<file path="src/rtl/pipelined_chain_adder.sv">
// ---------------------------------------------------------------------------------------------
// pipelined_chain_adder
//
// NUM_CH independent channels. Each channel has two carry-chained DATA_WIDTH-bit adders:
//   lo   = a + b + cin
//   hi   = c + d + carry(lo)
//   cout = carry(hi)
// There is no carry between channels. The datapath has two pipeline stages with
// valid/ready flow control:
//   S1 registers lo, carry(lo), c and d.
//   S2 is the output register. It holds {hi, lo} and cout.
// A saturating counter counts delivered beats that have any cout bit set.
//
// Ports
//   clk_i          clock; all state changes on the rising edge
//   rst_i          synchronous, active-high reset
//   in_valid_i     input beat present
//   in_ready_o     block accepts the input beat this cycle
//   a_i, b_i       lo-adder operands; channel n = [n*DATA_WIDTH +: DATA_WIDTH]
//   c_i, d_i       hi-adder operands; same channel packing
//   cin_i          carry-in, bit n for channel n
//   out_valid_o    result beat present
//   out_ready_i    sink accepts the result this cycle
//   sum_o          [n*DW +: DW] = lo of channel n; [(NUM_CH+n)*DW +: DW] = hi of channel n
//   cout_o         carry-out of the hi adder, bit n for channel n
//   cout_events_o  saturating count of delivered beats with |cout
// ---------------------------------------------------------------------------------------------
module pipelined_chain_adder #(
    parameter int unsigned DATA_WIDTH = 4,
    parameter int unsigned NUM_CH     = 4,
    parameter int unsigned CNT_WIDTH  = 8
) (
    input  logic                           clk_i,
    input  logic                           rst_i,
    input  logic                           in_valid_i,
    output logic                           in_ready_o,
    input  logic [NUM_CH*DATA_WIDTH-1:0]   a_i,
    input  logic [NUM_CH*DATA_WIDTH-1:0]   b_i,
    input  logic [NUM_CH*DATA_WIDTH-1:0]   c_i,
    input  logic [NUM_CH*DATA_WIDTH-1:0]   d_i,
    input  logic [NUM_CH-1:0]              cin_i,
    output logic                           out_valid_o,
    input  logic                           out_ready_i,
    output logic [2*NUM_CH*DATA_WIDTH-1:0] sum_o,
    output logic [NUM_CH-1:0]              cout_o,
    output logic [CNT_WIDTH-1:0]           cout_events_o
);

    localparam int unsigned VecW = NUM_CH * DATA_WIDTH;

    // One DATA_WIDTH+1 bit add. The MSB of the result is the carry-out.
    function automatic logic [DATA_WIDTH:0] add3(input logic [DATA_WIDTH-1:0] x,
                                                 input logic [DATA_WIDTH-1:0] y,
                                                 input logic                  ci);
        return {1'b0, x} + {1'b0, y} + {{DATA_WIDTH{1'b0}}, ci};
    endfunction

    // ------------------------------------------------------------------ state
    logic                s1_valid_q, s1_valid_d;
    logic [VecW-1:0]     s1_lo_q, s1_lo_d;
    logic [NUM_CH-1:0]   s1_c1_q, s1_c1_d;
    logic [VecW-1:0]     s1_c_q, s1_c_d;
    logic [VecW-1:0]     s1_d_q, s1_d_d;

    logic                out_valid_q, out_valid_d;
    logic [2*VecW-1:0]   sum_q, sum_d;
    logic [NUM_CH-1:0]   cout_q, cout_d;
    logic [CNT_WIDTH-1:0] events_q, events_d;

    // ------------------------------------------------------------- handshake
    logic s2_free;
    logic s1_adv;
    logic in_fire;
    logic out_fire;

    // S2 can take a new beat if it is empty or is being drained this cycle.
    assign s2_free  = ~out_valid_q | out_ready_i;
    assign s1_adv   = s1_valid_q & s2_free;
    // S1 can take a beat if it is empty or is moving into S2 this cycle.
    // This signal depends only on state and out_ready_i. Data inputs never reach it.
    assign in_ready_o = ~s1_valid_q | s2_free;
    assign in_fire  = in_valid_i & in_ready_o;
    assign out_fire = out_valid_q & out_ready_i;

    // ---------------------------------------------------------- stage-1 adds
    logic [VecW-1:0]   lo_vec;
    logic [NUM_CH-1:0] lo_carry;

    always_comb begin
        lo_vec   = '0;
        lo_carry = '0;
        for (int n = 0; n < NUM_CH; n++) begin
            {lo_carry[n], lo_vec[n*DATA_WIDTH +: DATA_WIDTH]} =
                add3(a_i[n*DATA_WIDTH +: DATA_WIDTH], b_i[n*DATA_WIDTH +: DATA_WIDTH], cin_i[n]);
        end
    end

    // ---------------------------------------------------------- stage-2 adds
    logic [VecW-1:0]   hi_vec;
    logic [NUM_CH-1:0] hi_carry;

    always_comb begin
        hi_vec   = '0;
        hi_carry = '0;
        for (int n = 0; n < NUM_CH; n++) begin
            {hi_carry[n], hi_vec[n*DATA_WIDTH +: DATA_WIDTH]} =
                add3(s1_c_q[n*DATA_WIDTH +: DATA_WIDTH], s1_d_q[n*DATA_WIDTH +: DATA_WIDTH],
                     s1_c1_q[n]);
        end
    end

    // ------------------------------------------------------------ next state
    always_comb begin
        s1_valid_d  = s1_valid_q;
        s1_lo_d     = s1_lo_q;
        s1_c1_d     = s1_c1_q;
        s1_c_d      = s1_c_q;
        s1_d_d      = s1_d_q;
        out_valid_d = out_valid_q;
        sum_d       = sum_q;
        cout_d      = cout_q;
        events_d    = events_q;

        // Stage 1. A new beat replaces a beat that leaves S1 in the same cycle.
        if (in_fire) begin
            s1_valid_d = 1'b1;
            s1_lo_d    = lo_vec;
            s1_c1_d    = lo_carry;
            s1_c_d     = c_i;
            s1_d_d     = d_i;
        end else if (s1_adv) begin
            s1_valid_d = 1'b0;
        end

        // Stage 2. Reload on advance. This also covers drain+reload in one cycle with no bubble.
        if (s1_adv) begin
            out_valid_d = 1'b1;
            sum_d       = {hi_vec, s1_lo_q};
            cout_d      = hi_carry;
        end else if (out_fire) begin
            out_valid_d = 1'b0;
        end

        // Count only real deliveries, and stop at all-ones.
        if (out_fire && (|cout_q) && (events_q != {CNT_WIDTH{1'b1}})) begin
            events_d = events_q + CNT_WIDTH'(1);
        end
    end

    // -------------------------------------------------------------- registers
    always_ff @(posedge clk_i) begin
        if (rst_i) begin
            s1_valid_q  <= 1'b0;
            s1_lo_q     <= '0;
            s1_c1_q     <= '0;
            s1_c_q      <= '0;
            s1_d_q      <= '0;
            out_valid_q <= 1'b0;
            sum_q       <= '0;
            cout_q      <= '0;
            events_q    <= '0;
        end else begin
            s1_valid_q  <= s1_valid_d;
            s1_lo_q     <= s1_lo_d;
            s1_c1_q     <= s1_c1_d;
            s1_c_q      <= s1_c_d;
            s1_d_q      <= s1_d_d;
            out_valid_q <= out_valid_d;
            sum_q       <= sum_d;
            cout_q      <= cout_d;
            events_q    <= events_d;
        end
    end

    assign out_valid_o   = out_valid_q;
    assign sum_o         = sum_q;
    assign cout_o        = cout_q;
    assign cout_events_o = events_q;

endmodule
</file>
<file path="config.mk">
export PLATFORM = sky130hd
export DESIGN_NAME = pipelined_chain_adder
export DESIGN_NICKNAME = d
export VERILOG_FILES = /design/src/rtl/pipelined_chain_adder.sv
export SDC_FILE = /design/constraint.sdc
export NUM_CORES = 1
export LEC_CHECK = 0
export ABC_CLOCK_PERIOD_IN_PS = 2700
export CAP_MARGIN = 20
export CORE_ASPECT_RATIO = 0.7
export CORE_MARGIN = 5
export CORE_UTILIZATION = 35
export DETAILED_ROUTE_END_ITERATION = 10
export MAX_ROUTING_LAYER = met4
export PLACE_DENSITY = 0.7
export SLEW_MARGIN = 10
export SYNTH_ARGS = -nofsm -noshare
export SYNTH_HDL_FRONTEND = slang
export SYNTH_SLANG_ARGS = --single-unit
</file>
<file path="constraint.sdc">
create_clock -name clk_i -period 2.7 [get_ports clk_i]
set_clock_uncertainty 0.2 [all_clocks]
set_input_delay 0.81 -clock clk_i [delete_from_list [all_inputs] [get_ports clk_i]]
set_output_delay 0.81 -clock clk_i [all_outputs]
set_load 0.05 [all_outputs]
</file>
# Word level (Yosys, flattened, before mapping)
# Cells that the tools add are included.
dict set report word_totals {
  in_bits 72
  register_bits 98
  output_inout_bits 46
  wordCells 43
}
dict set report classes {
  bitwise 7
  addsub 17
  muxes 4
  n_reduce_logical 5
  n_eq_ne 1
}
# cell n
set ops {}
lappend ops {{$add A4 B4 Y5} 8}
lappend ops {{$add A5 B1 Y5} 8}
lappend ops {{$add A8 B1 Y8 const B} 1}
lappend ops {{$ne A8 B8 Y1 const B} 1}
lappend ops {{$mux W1} 4}
lappend ops {{$reduce_bool A2 Y1} 2}
lappend ops {{$reduce_or A4 Y1} 1}
lappend ops {{$and A1 B1 Y1} 3}
lappend ops {{$logic_and A1 B1 Y1} 2}
lappend ops {{$not A1 Y1} 2}
lappend ops {{$or A1 B1 Y1} 2}

# Longest topological paths before layout
# Gate-level depths: netlist of run 1.
dict set report depth {
  depth_word 5
  depth_mapped 7
  mapped_depth_nobuf 7
}

# Worst setup path after synthesis of run 1
# Ideal clock, no wire load.
dict set report synth_path {
  kind {input to register}
  startpoint {input a_i[12]}
  endpoint {register s1_c1_q[3]}
  t_required_ns 2.366
  path_buffers 0
  path_stages 5
  t_arrival_ns 2.088
  setup_time_ns 0.134
  setup_slack_ns 0.278
  cell_sequence {fa_1 fa_1 a21o_1 a211oi_1 a211oi_1}
}
dict set report synth_via {
  elab_chain_len 2
}
# element line_no
set synth_lines {}
lappend synth_lines {{start, declared} 37} ;# input logic [NUM_CH*DATA_WIDTH-1:0] a_i,
lappend synth_lines {{$add A4 B4 Y5} 55} ;# return {1'b0, x} + {1'b0, y} + {{DATA_WIDTH{1'b0}}, ci};
lappend synth_lines {{$add A5 B1 Y5} 55}
lappend synth_lines {{end signal, assigned} 155} ;# s1_c1_q <= '0;
lappend synth_lines {{end signal, assigned} 165} ;# s1_c1_q <= s1_c1_d;
lappend synth_lines {{end, declared} 61} ;# logic [NUM_CH-1:0] s1_c1_q, s1_c1_d;
# No other way between the ends.
# A chain may end at the register's enable or synchronous reset.

# Worst setup path in the final report of run 1
dict set report layout_path {
  startpoint {input out_ready_i}
  endpoint {output in_ready_o}
}
dict set report layout_via {
  elab_chain_len 2
}
# element line_no
set layout_lines {}
lappend layout_lines {{start, declared} 43} ;# input logic out_ready_i,
lappend layout_lines {{$or A1 B1 Y1} 77} ;# assign s2_free = ~out_valid_q | out_ready_i;
lappend layout_lines {{$or A1 B1 Y1} 81} ;# assign in_ready_o = ~s1_valid_q | s2_free;
lappend layout_lines {{end, declared} 36} ;# output logic in_ready_o,
# No other way between the ends.

==> key figures, run 1 <==
STA
  – Slew Limit Fails: 0
  – Final Worst Setup Slack: ~0.044 ns
  – Period utilization: 0.984
  – Fin. Hold Viols: 0
  – Slew HR: 0.629
  – Tmin final: 2.66 ns
  – Least-Margin Pin Slew: roughly 0.55 ns
  – Highest achievable clock rate: between 0.3 and 0.4 GHz
  – RSZ-0062 raised after global routing: no
  – Final setup fails: 0

Cells and area
  – Non-filler cells, final: ~840
  – Area of the multi-input gates: about 2400 um2
  – Reg area: approximately 2000 um2
  – P&R area growth vs syn: 37.3%
  – Diodes inserted: 0
  – Total Nets Final: around 800
  – Share of cells above drive strength 1: 0.0687
  – Final instance area: about 6400 um2
  – Util after Layout: 0.487
  – Filler instances: roughly 1200

Route
  – Routed Antenna Nets: 0
  – Routed vias: ~4000
  – First DRT Iteration DRCs: approximately 170
  – Drc violations: 0
  – Routed wire length: 12.4 mm
  – Via/cell ratio: between 4 and 5
  – First-pass DRT Iterations: 5
  – Drt wl/cell: between 10 and 15 um

Global route
  – Vias in the first global route: a little over 4000
  – Initial antenna violation count: 0
  – First-pass GRT wire length: 20.6 mm
  – Largest net degree at the start of global routing: 54
  – Total Routing Usage GR: 0.166
  – Congestion Overflow GR: 0

CTS
  – H-Tree Depth: 3
  – Hold_buf cts: 0
  – Clock slew at reported path FFs: 0.07 ns
  – Clk Latency, worst-skew pair: approximately 0.34 ns
  – Clock Tree Buf Depth: 2
  – CTS tree: yes
  – Total CTS buffers: 9
  – Sink Count: between 90 and 100
  – CTS root buf: clkbuf_16

Synth
  – Post-Syn Instances: 550
  – Synthesized area: roughly 4600 um2
  – Syn Area/Cell: about 8.4 um2
  – Share of synthesized flip-flops with an asynchronous set or reset: 0
  – Top_reg_cell synth: dfxtp_1
  – Cell variety after synth: 38
  – Sequential area share after synthesis: 0.422
  – Count of flip-flops with a built-in enable after synthesis: 0
  – Post-synthesis net count: approximately 660
  – Syn. warnings: 0
  – Register bit total from synthesis: between 90 and 100

Pwr
  – Reg power frac: 0.436
  – Clock power share: 0.379
  – Worst IR drop on VDD: 287 uV
  – Comb power frac: 0.185
  – Switch share: 0.263
  – Cell-internal power: about 2700 uW
  – Pwr/cell area: about 570 nW/um2
  – Switch Pwr: about 950 uW
  – LEAKAGE: 0.00247 uW

Floorplanning
  – Die height: around 110 um
  – Die ar.: approximately 16000 um2
  – Area of the core: roughly 13000 um2
  – Num ports: roughly 120
  – Initial Util: 0.355
  – DIE WIDTH: roughly 150 um
  – Rows: 35

Placed design
  – GP Congestion: ~0.77
  – Port Buf Inserts: ~120
  – Cell total after placement: 820
  – Final HPWL DP: 9.33 mm
  – Pre-CTS WS: -0.238 ns
  – Placed Area: just over 6000 um2

Worst setup path
  – Cells along the critical path: clkdlybuf4s50_1 -> nand3b_1 -> buf_12
  – WP data arrival: between 1.5 and 2 ns
  – Setup CP Type: in2out
  – CP max FO: 2
  – CP required: 1.69 ns
  – CP max stage cell: clkdlybuf4s50_1
  – CP Capture Type: output port
  – Max stage delay on crit path: roughly 0.42 ns
  – CP Launch Type: input port

Flow run
  – Max Cap Viol: 0

Outcome
  – Status: finished clean

Hold path
  – HP Class: reg2reg
==> worst max-delay path, delay by kind of cell <==
| kind | cells | cell delay [ns] |
|---|---|---|
| AND/OR/NAND/NOR | 1 | 0.23 |
| buffers and inverters | 2 | 0.61 |
==> per-stage QoR <==
stage	setup TNS, ns	power, uW	hold slack, ns
finish	0	3620	0.252
global route	0	3800	0.269
CTS	0	3670	0.253
detailed placement	-0.600	2280	0.246
global placement	-0.451	2270	0.241
floorplan	0	2000	0.232
==> state kept, by name, indices dropped and copies added, names as in the netlist <==
register       flops
out_valid_o        1
cout_o             4
s1_valid_q         1
s1_lo_q           16
s1_c1_q            4
sum_o             32
s1_c_q            16
s1_d_q            16
cout_events_o      8
==> worst paths after layout <==
check / startpoint / to / slack (ns) / cells after the start
setup / recovery: out_ready_i / in_ready_o / 0.04 / 3
hold reg to reg: s1_lo_q[2] / s1_lo_q[2] / 0.25 / 2
hold / removal: s1_lo_q[2] / s1_lo_q[2] / 0.25 / 2
setup reg to reg: s1_c1_q[2] / cout_o[2] / 0.64 / 6
==> cell usage after synthesis, types with 2 or more instances <==
cell type	instances	share of area
o21a_1	3	0.0048
nand2_1	136	0.11
fa_1	16	0.069
nor4_1	2	0.0027
and3_1	7	0.0094
ha_1	25	0.067
nand3_1	12	0.013
a21o_1	3	0.0048
dfxtp_1	98	0.42
nand2b_1	3	0.0040
clkbuf_1	13	0.011
nand4b_1	2	0.0038
nor3_1	13	0.014
buf_6	3	0.0073
inv_1	26	0.021
buf_2	9	0.0097
a211oi_2	4	0.011
or4_1	3	0.0048
a211oi_1	14	0.023
o21ai_0	10	0.011
nor2_1	25	0.020
and2_1	3	0.0040
xnor2_1	8	0.015
nand3b_1	3	0.0048
a21oi_1	85	0.092
nor2b_1	8	0.011
buf_4	5	0.0081
==> layout make-up <==
class                           instances  share of cell area
Clock buffer                           11              0.0380
Tap cell                              166              0.0326
Inverter                               26              0.0153
Timing Repair Buffer                  134               0.214
Clock inverter                          5              0.0122
Multi-Input combinational cell        396               0.380
Sequential cell                        98               0.308
==> placed cells by master (no fill, tap or decap), types with 4 or more instances in the layout <==
cell type	instances
clkbuf_16	9
a211oi_1	14
nand3_1	12
nor2_1	25
nor2b_1	8
nor3_1	13
nand2_1	135
fa_1	16
xnor2_1	8
a21oi_1	85
buf_12	6
dfxtp_1	98
buf_4	15
ha_1	25
inv_1	26
and3_1	7
a211oi_2	4
clkdlybuf4s50_1	112
o21ai_0	10
==> repair_timing <==
item	4_1_cts	5_1_grt
resized for setup	0	1
buffers inserted	0	0
endpoints found under the setup margin	0	1
==> routing by layer <==
| metal | vias to the layer above | routed length (um) | track usage | part of all wire |
|---|---|---|---|---|
| li1 | 2076 | - | - | - |
| met1 | 1906 | 5790 | 0.219 | 0.47 |
| met2 | 126 | 5720 | 0.261 | 0.46 |
| met3 | 8 | 792 | 0.0392 | 0.064 |
| met4 | 0 | 63 | 0.0339 | 0.0051 |
| met5 | - | 0 | - | 0 |
==> cells by family (layout without fill, tap and decap cells) <==
logic type,Yosys count,count (layout),synth area share
DFF,98,98,0.422
adders and majority gates,41,41,0.136
muxes,2,2,0.00458
buffers and inverters,56,176,0.0566
xor gates and xnor gates,8,8,0.0151
and+or+nand+nor,222,222,0.213
AOI/OAI and AO/OA,123,123,0.152
==> power groups by stage <==
| stage | logic [uW] | clock network (uW) | registers (uW) |
|---|---|---|---|
| 2_1_floorplan | 307 | 0 | 1700 |
| 4_1_cts | 674 | 1410 | 1580 |
| 3_3_place_gp | 656 | 0 | 1610 |
| 5_1_grt | 739 | 1480 | 1590 |
| 3_5_place_dp | 671 | 0 | 1610 |
| 6_report | 669 | 1370 | 1580 |
No activity file was read; power rests on OpenSTA's default activity.
==> run 2, diff against run 1 <==
--- a/config.mk
+++ b/config.mk
@@ -5,9 +5,8 @@
 export SDC_FILE = /design/constraint.sdc
 export NUM_CORES = 1
 export LEC_CHECK = 0
-export ABC_CLOCK_PERIOD_IN_PS = 2700
+export ABC_CLOCK_PERIOD_IN_PS = 3100
 export CAP_MARGIN = 20
-export CORE_ASPECT_RATIO = 0.7
 export CORE_MARGIN = 5
 export CORE_UTILIZATION = 35
 export DETAILED_ROUTE_END_ITERATION = 10
==> constraint.sdc (replaced) <==
create_clock -name clk_i -period 3.1 [get_ports clk_i]
set_clock_uncertainty 0.2 [all_clocks]
set_input_delay 0.93 -clock clk_i [delete_from_list [all_inputs] [get_ports clk_i]]
set_output_delay 0.93 -clock clk_i [all_outputs]
set_load 0.05 [all_outputs]
==> key figures, run 2 (synthesized netlist as in run 1, its figures left out) <==
Outcome
  – Status: finished clean

Cells and area
  – Most frequent cells in the layout: nand2_1, clkdlybuf4s50_1, dfxtp_1
  – Total Nets Final: approximately 770
  – Max FFs per register: 32
  – P&R area growth vs syn: 35.5%
  – Diodes inserted: 0
  – Final instance area: 6290 um2
  – Commonest non-fill, non-tap cell in the layout: nand2_1
  – Util after Layout: 0.479
  – Share of cells above drive strength 1: 0.0556

CTS
  – Clock slew at reported path FFs: 0.07 ns
  – Clk Latency, worst-skew pair: between 0.3 and 0.4 ns
  – Setup bufs post-CTS: 0
  – Sink Count: 98
  – CTS tree: yes
  – Clock Tree Buf Depth: 2
  – CTS root buf: clkbuf_16
  – Post-CTS sizing: 0
  – H-Tree Depth: 3
  – Total CTS buffers: 9
  – Hold_buf cts: 0

Floorplanning
  – Die height: between 100 and 150 um
  – Die ar.: about 16000 um2
  – Num ports: 118
  – Area of the core: between 10000 and 15000 um2
  – Rows: 42
  – DIE WIDTH: about 130 um
  – Initial Util: 0.354

Pwr
  – Pwr/cell area: between 400 and 500 nW/um2
  – Switch Pwr: between 800 and 900 uW
  – Post-layout total power: about 3000 uW
  – Comb power frac: 0.189
  – Switch share: 0.270
  – Cell-internal power: between 2000 and 2500 uW
  – Clock power share: 0.348
  – Reg power frac: 0.462
  – Worst IR drop on VDD: ~270 uV
  – LEAKAGE: between 0.002 and 0.0025 uW

Route
  – Routed vias: 4048
  – Drc violations: 0
  – Drt wl/cell: 14.0 um
  – First-pass DRT Iterations: 4
  – Routed wire length: between 10 and 15 mm
  – Via/cell ratio: between 4 and 5
  – Routed Antenna Nets: 0
  – First DRT Iteration DRCs: between 150 and 200

Worst setup path
  – CP Capture Type: output port
  – CP max FO: 4
  – R2r setup slk: between 1 and 1.5 ns
  – CP Launch Type: input port
  – CP required: between 1.5 and 2 ns
  – WP data arrival: approximately 1.9 ns
  – Setup CP Type: in2out

STA
  – Period utilization: 0.961
  – Post-Route Setup TNS: 0 ns
  – Slew HR: 0.620
  – Tmin final: approximately 3.0 ns
  – Hold Worst Slack: around 0.25 ns
  – Highest achievable clock rate: between 0.3 and 0.4 GHz
  – Fin. Hold Viols: 0
  – RSZ-0062 raised after global routing: no
  – Slew Limit Fails: 0
  – Least-Margin Pin Slew: roughly 0.57 ns
  – Final setup fails: 0

Hold path
  – HP Class: reg2reg

Placed design
  – Final HPWL DP: roughly 9.1 mm
  – GP Congestion: roughly 0.8
  – Port Buf Inserts: approximately 120
  – Placed Area: about 6000 um2

Global route
  – Congestion Overflow GR: 0
  – Total Routing Usage GR: 0.155
  – Vias in the first global route: between 4000 and 5000
  – Largest net degree at the start of global routing: 55
  – First-pass GRT wire length: 19.6 mm
  – Initial antenna violation count: 0

Flow run
  – Max Cap Viol: 0
==> run 2: cell types whose count changed in the layout (fill, tap and decap cells not counted) <==
cell             previous run  this run
and2_2                      2         1
clkbuf_8                    1         2
clkinvlp_4                  1         2
buf_4                      15        10
bufinv_16                   2         0
clkinv_4                    0         1
buf_12                      6         4
dlymetal6s2s_1              1         0
clkinv_2                    2         0
clkbuf_1                    1         2
and2_1                      1         2
clkdlybuf4s50_1           112       115
==> run 2: path summary, 6_finish.rpt <==
path,start,to,cells after the start
hold / removal,s1_lo_q[8],sum_o[8],2
hold reg to reg,s1_lo_q[8],sum_o[8],2
setup reg to reg,s1_c1_q[3],cout_o[3],7
setup / recovery,out_ready_i,in_ready_o,3
==> run 2: metal layers <==
layer,share of wire,vias up,track usage
met3,0.034,16,0.0230
met1,0.44,1877,0.185
li1,-,2064,-
met4,0.020,0,0.0580
met2,0.51,91,0.266
met5,0,-,-
==> run 2: area by class of cell <==
class	count	area (um2)
fill	1303	6840
multi-input combinational	396	2420
sequential	98	1960
timing repair buffer	129	1310
clock buffer	13	260
tap	176	220
inverter	26	97.6
clock inverter	3	23.8
==> run 2: worst max-delay path, cell delays in order <==
cell and delay (ns):
clkdlybuf4s50_1 0.41, nand3b_1 0.28, buf_12 0.22
==> run 2: stage by stage <==
stage / setup WS, ns / std cells
floorplan: 0.542 / 550
global placement: 0.0729 / 825
detailed placement: 0.0623 / 825
CTS: 0.123 / 841
global route: 0.0747 / 841
finish: 0.122 / 841
==> run 2: power by group through the flow <==
stage	Combinational [uW]	Clock, uW	Sequential [uW]
after CTS	573	1070	1380
after global placement	555	0	1410
after floorplan	268	0	1480
final	565	1040	1380
after detailed placement	569	0	1410
after global routing	627	1130	1390
==> run 3, diff against run 2 <==
--- a/config.mk
+++ b/config.mk
@@ -5,13 +5,15 @@
 export SDC_FILE = /design/constraint.sdc
 export NUM_CORES = 1
 export LEC_CHECK = 0
-export ABC_CLOCK_PERIOD_IN_PS = 3100
+export ABC_CLOCK_PERIOD_IN_PS = 2400
 export CAP_MARGIN = 20
+export CORE_ASPECT_RATIO = 1.25
 export CORE_MARGIN = 5
 export CORE_UTILIZATION = 35
 export DETAILED_ROUTE_END_ITERATION = 10
+export DONT_BUFFER_PORTS = 1
 export MAX_ROUTING_LAYER = met4
-export PLACE_DENSITY = 0.7
+export PLACE_DENSITY = 0.61
 export SLEW_MARGIN = 10
 export SYNTH_ARGS = -nofsm -noshare
 export SYNTH_HDL_FRONTEND = slang
==> constraint.sdc (replaced) <==
create_clock -name clk_i -period 2.4 [get_ports clk_i]
set_clock_uncertainty 0.2 [all_clocks]
set_input_delay 0.72 -clock clk_i [delete_from_list [all_inputs] [get_ports clk_i]]
set_output_delay 0.72 -clock clk_i [all_outputs]
set_load 0.05 [all_outputs]
==> key figures, run 3 (synthesized netlist as in run 1, its figures left out) <==
Outcome
  – Status: finished clean

Pwr
  – Worst IR drop on VDD: ~260 uV
  – Switch share: 0.268
  – Comb power frac: 0.115
  – Pwr/cell area: just over 700 nW/um2
  – Clock power share: 0.392
  – Cell-internal power: 2780 uW
  – Reg power frac: 0.493
  – LEAKAGE: 0.00202 uW
  – Switch Pwr: 1020 uW

Floorplanning
  – DIE WIDTH: 113 um
  – Num ports: 118
  – Initial Util: 0.354
  – Die ar.: 15700 um2
  – Rows: 47
  – Die height: ~140 um
  – Area of the core: ~13000 um2

Worst setup path
  – CP Launch Type: input port
  – WP data arrival: around 1.1 ns
  – Cells along the critical path: nand3b_1 -> buf_4
  – Worst path bufs/invs: 1
  – Reg2Reg Depth: 6
  – CP max stage cell: buf_4
  – CP required: 1.48 ns
  – Worst R2R Start: s1_c1_q[2]
  – Setup CP Type: in2out
  – CP max FO: 5
  – FF-to-FF End: cout_o[2]
  – Crit-path leading delay family: buffers and inverters
  – CP Capture Type: output port
  – Max stage delay on crit path: 0.22 ns
  – R2r setup slk: just over 0.4 ns

Route
  – First-pass DRT Iterations: 4
  – Routed vias: around 3700
  – Routed Antenna Nets: 0
  – Via/cell ratio: between 5 and 6
  – Drt wl/cell: 15.8 um
  – Routed wire length: approximately 12 mm
  – First DRT Iteration DRCs: about 280
  – Drc violations: 0

Global route
  – Largest net degree at the start of global routing: between 100 and 150
  – Met1 Resource Use GR: 0.167
  – Total Routing Usage GR: 0.152
  – Met2 Track Usage GR: 0.260
  – Initial antenna violation count: 0
  – GR Util met3: 0.0375
  – GRT busiest layer: met2
  – Vias in the first global route: between 3000 and 4000
  – First-pass GRT wire length: between 15 and 20 mm
  – Congestion Overflow GR: 0

CTS
  – CTS tree: yes
  – Sink Count: slightly below 100
  – Hold_buf cts: 0
  – CTS root buf: clkbuf_16
  – Clock Tree Buf Depth: 2
  – Setup bufs post-CTS: 0
  – Clk Latency, worst-skew pair: between 0.3 and 0.4 ns
  – Total CTS buffers: 9
  – H-Tree Depth: 3
  – Post-CTS sizing: 0
  – Clock slew at reported path FFs: around 0.070 ns

Flow run
  – Max Cap Viol: 0

Cells and area
  – Share of cells above drive strength 1: 0.0842
  – Most frequent cells in the layout: nand2_1, dfxtp_1, a21oi_1
  – Util after Layout: 0.398
  – Commonest non-fill, non-tap cell in the layout: nand2_1
  – P&R area growth vs syn: 12.3%
  – Total Nets Final: 666
  – Diodes inserted: 0
  – Max FFs per register: 32

STA
  – Period utilization: 0.853
  – Least-Margin Pin Slew: 0.590 ns
  – Fin. Hold Viols: 0
  – Highest achievable clock rate: slightly below 0.5 GHz
  – Slew HR: 0.606
  – Post-Route Setup TNS: 0 ns
  – RSZ-0062 raised after global routing: no
  – Tmin final: 2.05 ns
  – Slew Limit Fails: 0
  – Final setup fails: 0

Placed design
  – GP Congestion: around 0.9
  – Port Buf Inserts: 0
  – Final HPWL DP: approximately 8.6 mm

Hold path
  – WHS Endpoint: cout_events_o[2]
  – Min-delay src: rst_i
  – Worst hold path cell count: 1
  – HP Class: in2reg
-- run 3: changes by cell type in the layout (fill, tap and decap cells not counted), moves of 2 or more --
cell / delta
clkbuf_1: -2
buf_4: +9
clkinvlp_4: -2
clkdlybuf4s50_1: -115
-- run 3: area by class of cell --
cell class / instances / area (um2)
fillers: 1325 / 7900
multi-input cells: 396 / 2420
flip-flops and latches: 98 / 1960
clock buffers: 11 / 253
well taps: 171 / 214
repair buffers: 22 / 203
inverters: 26 / 97.6
clock inverters: 5 / 61.3
-- run 3: per-stage QoR --
step                setup WS, ns  instances  total power [uW]  cell area, um2  hold WS [ns]
CTS                        0.343        729              3860            5220         0.238
finish                     0.352        729              3790            5220         0.250
floorplan                 0.0681        550              2250            4650         0.232
global placement          0.0326        713              2330            4900         0.231
detailed placement        0.0106        713              2350            4900         0.238
global route               0.262        729              3980            5220         0.232
-- run 3: worst max-delay path by stage --
stage                            from          to  slack, ns  depth (start not counted)
final                     out_ready_i  in_ready_o       0.35                          2
after global routing       s1_c1_q[2]   sum_o[26]       0.26                          6
after CTS                 out_valid_o  in_ready_o       0.34                          2
after detailed placement      a_i[12]  s1_c1_q[3]       0.01                          5
after global placement        a_i[12]  s1_c1_q[3]       0.03                          5
after floorplan           out_valid_o  s1_c1_q[0]       0.07                          6
-- run 3: per-layer routing --
layer	routed length [um]	part of all wire
met3	582	0.051
met1	4660	0.41
met4	393	0.034
met2	5870	0.51
met5	0	0
-- run 3: power groups by stage --
stage / Sequential, uW / Combinational (uW) / Clock (uW)
floorplan: 1910 / 346 / 0
global placement: 1910 / 425 / 0
detailed placement: 1910 / 442 / 0
CTS: 1870 / 444 / 1550
global route: 1880 / 499 / 1600
finish: 1870 / 436 / 1490
